File: config.mk
export PLATFORM = sky130hd
export DESIGN_NAME = scan_sequencer
export DESIGN_NICKNAME = d
export VERILOG_FILES = /design/src/rtl/scan_seq_pkg.sv /design/src/rtl/scan_sequencer_chan_search.sv /design/src/rtl/scan_sequencer.sv
export SDC_FILE = /design/constraint.sdc
export NUM_CORES = 1
export LEC_CHECK = 0
export ABC_AREA = 1
export CAP_MARGIN = 5
export CORE_MARGIN = 2
export CORE_UTILIZATION = 61
export CTS_CLUSTER_DIAMETER = 60
export CTS_CLUSTER_SIZE = 40
export DETAILED_ROUTE_END_ITERATION = 10
export GPL_ROUTABILITY_DRIVEN = 1
export MAX_ROUTING_LAYER = met4
export PLACE_DENSITY_LB_ADDON = 0.1
export SYNTH_ARGS = -nofsm -noshare
export SYNTH_HDL_FRONTEND = slang
export SYNTH_HIERARCHICAL = 1
export SYNTH_SLANG_ARGS = --single-unit
File: constraint.sdc
create_clock -name clk -period 5.93 [get_ports clk]
set_input_delay 1.186 -clock clk [delete_from_list [all_inputs] [get_ports clk]]
set_output_delay 1.186 -clock clk [all_outputs]
set_load 0.05 [all_outputs]
File: src/rtl/scan_seq_pkg.sv
// Shared types and helpers for the decoder scan sequencer.
// Holds the FSM state encoding, channel geometry and the lowest-set-bit helper.
package scan_seq_pkg;

  localparam int SEL_W = 4;
  localparam int NCH   = 16;

  typedef enum logic [2:0] {
    ST_IDLE    = 3'd0,
    ST_SETUP   = 3'd1,
    ST_SCAN    = 3'd2,
    ST_GAP_OFF = 3'd3,
    ST_GAP_SEL = 3'd4
  } state_e;

  // Index of the lowest set bit; 0 when no bit is set.
  function automatic logic [SEL_W-1:0] lowest_set(input logic [NCH-1:0] v);
    logic [SEL_W-1:0] idx;
    idx = {SEL_W{1'b0}};
    for (int i = NCH - 1; i >= 0; i--) begin
      if (v[i]) idx = SEL_W'(i);
    end
    return idx;
  endfunction

endpackage

File: src/rtl/scan_sequencer_chan_search.sv
// Combinational channel search: next enabled channel above the current select,
// with wrap detection, plus the lowest enabled channel and an any-enabled flag.
module chan_search
  import scan_seq_pkg::*;
(
  input  logic [NCH-1:0]   mask,
  input  logic [SEL_W-1:0] sel,
  output logic [SEL_W-1:0] next_idx,
  output logic             wrap,
  output logic [SEL_W-1:0] low_idx,
  output logic             any_set
);

  logic [NCH-1:0] above_s;

  assign above_s = mask & ({NCH{1'b1}} << (32'(sel) + 32'd1));
  assign low_idx = lowest_set(mask);
  assign any_set = |mask;

  // Pick the next channel above sel, or wrap back to the lowest enabled one.
  always_comb begin
    next_idx = low_idx;
    wrap     = 1'b1;
    if (|above_s) begin
      next_idx = lowest_set(above_s);
      wrap     = 1'b0;
    end else begin
      next_idx = low_idx;
      wrap     = 1'b1;
    end
  end

endmodule

File: src/rtl/scan_sequencer.sv
// Scan sequencer driving the 4-to-16 decoder: steps sel through enabled channels
// with a programmable enable dwell and a two-cycle enable-low gap around each change.
module scan_sequencer
  import scan_seq_pkg::*;
#(
  parameter int DWELL_W = 8
) (
  input  logic               clk,
  input  logic               rst_n,
  input  logic               start,
  input  logic               stop,
  input  logic               mode_cont,
  input  logic [DWELL_W-1:0] dwell,
  input  logic [NCH-1:0]     ch_mask,
  output logic [SEL_W-1:0]   sel,
  output logic               en,
  output logic               busy,
  output logic               done
);

  state_e             state_r;
  logic [NCH-1:0]     mask_sh_r;
  logic [DWELL_W-1:0] dwell_sh_r;
  logic               mode_sh_r;
  logic [DWELL_W-1:0] cnt_r;
  logic [SEL_W-1:0]   sel_r;
  logic               en_r;
  logic               busy_r;
  logic               done_r;

  logic [NCH-1:0]     search_mask_s;
  logic [SEL_W-1:0]   next_s;
  logic               wrap_s;
  logic [SEL_W-1:0]   low_s;
  logic               any_s;
  logic [DWELL_W-1:0] load_s;

  // In IDLE the live mask is searched for the first channel; otherwise the shadow.
  assign search_mask_s = (state_r == ST_IDLE) ? ch_mask : mask_sh_r;

  // Counter counts down to zero, so a dwell of 0 behaves like 1.
  assign load_s = (dwell_sh_r == {DWELL_W{1'b0}}) ? {DWELL_W{1'b0}}
                                                  : (dwell_sh_r - DWELL_W'(1));

  chan_search u_chan_search (
    .mask     (search_mask_s),
    .sel      (sel_r),
    .next_idx (next_s),
    .wrap     (wrap_s),
    .low_idx  (low_s),
    .any_set  (any_s)
  );

  // Scan FSM, dwell counter, shadow capture and registered outputs.
  always_ff @(posedge clk or negedge rst_n) begin
    if (!rst_n) begin
      state_r    <= ST_IDLE;
      mask_sh_r  <= {NCH{1'b0}};
      dwell_sh_r <= {DWELL_W{1'b0}};
      mode_sh_r  <= 1'b0;
      cnt_r      <= {DWELL_W{1'b0}};
      sel_r      <= {SEL_W{1'b0}};
      en_r       <= 1'b0;
      busy_r     <= 1'b0;
      done_r     <= 1'b0;
    end else begin
      done_r <= 1'b0;
      if (stop && (state_r != ST_IDLE)) begin
        en_r    <= 1'b0;
        busy_r  <= 1'b0;
        state_r <= ST_IDLE;
      end else begin
        case (state_r)
          ST_IDLE: begin
            if (start && !stop && any_s) begin
              mask_sh_r  <= ch_mask;
              dwell_sh_r <= dwell;
              mode_sh_r  <= mode_cont;
              sel_r      <= low_s;
              busy_r     <= 1'b1;
              state_r    <= ST_SETUP;
            end
          end
          ST_SETUP: begin
            en_r    <= 1'b1;
            cnt_r   <= load_s;
            state_r <= ST_SCAN;
          end
          ST_SCAN: begin
            if (cnt_r == {DWELL_W{1'b0}}) begin
              en_r <= 1'b0;
              if (wrap_s) begin
                done_r <= 1'b1;
                if (mode_sh_r) begin
                  state_r <= ST_GAP_OFF;
                end else begin
                  busy_r  <= 1'b0;
                  state_r <= ST_IDLE;
                end
              end else begin
                state_r <= ST_GAP_OFF;
              end
            end else begin
              cnt_r <= cnt_r - DWELL_W'(1);
            end
          end
          ST_GAP_OFF: begin
            sel_r   <= next_s;
            state_r <= ST_GAP_SEL;
          end
          ST_GAP_SEL: begin
            en_r    <= 1'b1;
            cnt_r   <= load_s;
            state_r <= ST_SCAN;
          end
          default: begin
            en_r    <= 1'b0;
            busy_r  <= 1'b0;
            state_r <= ST_IDLE;
          end
        endcase
      end
    end
  end

  assign sel  = sel_r;
  assign en   = en_r;
  assign busy = busy_r;
  assign done = done_r;

endmodule

==> out/metrics.yaml <==
cts_resized: 0
start_kind: "input pin"
yosysWarnings: 6
gr-total-overflow: 0
core_area_um2: 5010
setup_ws_ns: 2.553
syn_area_per_cell_um2: 6.421
wl_per_cell_um: 12.23
synth_edf_count: 0
vdd_ir_drop_max_mv: 0.2701
dr.pass1.iters: 4
gp_congestion: 0.9622
worst_ep_arrival_time_ns: 3.58
grt_pass1_vias: 2922
yosysTopAreaCell: "dfrtp_1"
worstSetupPathType: "input pin to flop"
fp.dieH_um: 75.45
die_area_um2: 5693
slew_violations: 0
ys_seq_elements: 43
worstPathMaxFanout: 50
layout.nets: 554
num_vias: 3064
hold_viol_final: 0
syn_inst: 485
portBuffers: 35
htree_levels: 2
cts_tree: "done"
wl_mm: 7.189
die_x_um: 75.45
clkLatencyLatePin_ns: 0.31
first_iter_violations: 177
synth_area_um2: 3114
drcViolationCount: 0
synth_nets: 522
ant_nets: 0
track_usage_pct: 28.53
seq_area_frac_synth_pct: 34.55
clockBufferDepth: 2
grt_pass1_wl_mm: 12.08
finish.utilization_pct: 71.45
setup_viol: 0
whs_ns: 0.4936
synth_common_cells: "nand2_1 (158), inv_1 (75), o21ai_0 (50)"
initial_utilization_pct: 62.16
finClkSkew_ns: 0.01278
synthTopCellsByArea: "dfrtp_1 (35%), nand2_1 (19%), inv_1 (9.0%)"
worstMarginPinSlew_ns: 0.9589
n_fill_cell: 448
synth.most_common_cell: "nand2_1"
synthToLayoutAreaGrowth_pct: 14.95
post_cts_buffers: 0
synth_top_area_share_pct: 34.55
clk_pin_slew_ns: 0.10
async_flop_share_pct: 100.0
clock-sinks: 43
cts-root-buf: "clkbuf_8"
fp-row-count: 26
pin_count: 36
viasPerCell: 5.211
cap_violations: 0
dp_hpwl_mm: 5.400
status: "finished, final reports clean"
end_kind: "flop"
drive_gt1_share_pct: 6.757
setup-tns-final_ns: 0
required_ns: 6.13
rsz0062_at_grt: "no"
synth_ff_type: "dfrtp_1"
hold_class: "flop to flop"
finalCriticalPeriod_ns: 3.377
relSlewSlack_pct: 36.07
numCtsBuffers: 5
ff2ff_setup_slack_ns: 2.89
max_freq_ghz: 0.2962
post-place-ws_ns: 2.255
ys_types: 32
grt_start_max_net_pins: 51
min_period_over_period_pct: 56.94
p_per_area_nw_per_um2: 557.0
n_antenna_cell: 0
cts_hold_buf: 0
antenna_found_initial: 0
total_leakage_power_nw: 1.894
-- cells in the final DEF (no fill, tap or decap), types with 2 or more instances in the layout --
master           instances
nand2_4                  3
a21oi_1                 14
nand3_2                  2
nor2_1                  43
nand2_1                158
nand2_2                  4
dfrtp_1                 43
clkbuf_8                 5
o211ai_1                 3
nor2_4                   3
nand3_1                 32
clkinvlp_4               2
nor3_1                  12
ha_1                     8
nor4_1                   2
inv_1                   75
inv_2                    6
o21ai_1                  3
nor2_2                   4
o21ai_0                 50
clkdlybuf4s50_1         34
-- state kept, by name, indices dropped and copies added, names as in the netlist --
| signal | count |
|---|---|
| busy | 1 |
| sel | 4 |
| done | 1 |
| mode_sh_r | 1 |
| en | 1 |
| mask_sh_r | 16 |
| cnt_r | 8 |
| state_r | 3 |
| dwell_sh_r | 8 |
-- final timing paths --
check / from / endpoint / cells after the start
max in group asynchronous: rst_n / state_r[0]$_DFFE_PN0P_ / 1
min in group asynchronous: rst_n / dwell_sh_r[2]$_DFFE_PN0P_ / 1
hold / removal: mask_sh_r[7]$_DFFE_PN0P_ / mask_sh_r[7]$_DFFE_PN0P_ / 2
hold reg to reg: mask_sh_r[7]$_DFFE_PN0P_ / mask_sh_r[7]$_DFFE_PN0P_ / 2
setup / recovery: ch_mask[11] / dwell_sh_r[2]$_DFFE_PN0P_ / 11
setup reg to reg: state_r[0]$_DFFE_PN0P_ / dwell_sh_r[2]$_DFFE_PN0P_ / 12
-- cell families after synthesis --
logic type               count (synthesis)  synth area share, %
XOR/XNOR                                 1               0.2813
adder cells (fa/ha/maj)                  8                3.214
multiplexers                             1               0.4820
AND/OR/NAND/NOR                        267                37.32
buffers and inverters                   91                11.69
AO/OA/AOI/OAI                           74                12.46
flip-flops                              43                34.55
-- final cells by class --
cell class | count | area [µm²] | share of cell area, %
Sequential cell | 43 | 1076 | 30.06
Multi-Input combinational cell | 351 | 1674 | 46.77
Timing Repair Buffer | 35 | 345.3 | 9.647
Inverter | 81 | 304.0 | 8.494
Tap cell | 70 | 87.58 | 2.447
Clock buffer | 5 | 68.82 | 1.922
Clock inverter | 3 | 23.77 | 0.6641
-- worst max-delay path, stage by stage --
cell and delay, ns:
clkdlybuf4s50_1 0.45, inv_1 0.05, o21ai_0 0.41, nor4_1 0.13, inv_1 0.08, nor2_1 0.05
nand2_1 0.06, nand2_1 0.05, nor2_1 0.14, nand2_2 0.48, mux2_4 0.47
-- power by group --
| part | switching, mW | internal, mW | total (mW) |
|---|---|---|---|
| combinational | 0.840 | 0.425 | 1.27 |
| sequential | 0.107 | 0.424 | 0.531 |
| clock | 0.113 | 0.0843 | 0.197 |
| total | 1.06 | 0.934 | 1.99 |
-- per-stage QoR --
| step | cells | total power, mW | cell area [µm²] |
|---|---|---|---|
| finish | 588 | 1.994 | 3580 |
| global placement | 580 | 1.744 | 3487 |
| detailed placement | 580 | 1.782 | 3487 |
| global route | 588 | 2.211 | 3580 |
| floorplan | 485 | 1.509 | 3114 |
| CTS | 588 | 1.989 | 3580 |
-- routing by layer --
metal  wire, µm  part of all wire, %  GRT usage, %  vias to the layer above
li1           -                    -             -                     1585
met1       3123                   43         31.57                     1405
met4        198                  2.8         11.89                        0
met5          0                    0             -                        -
met3        216                  3.0         4.630                       23
met2       3650                   51         50.72                       51
Power figures use the tool's default switching activity.
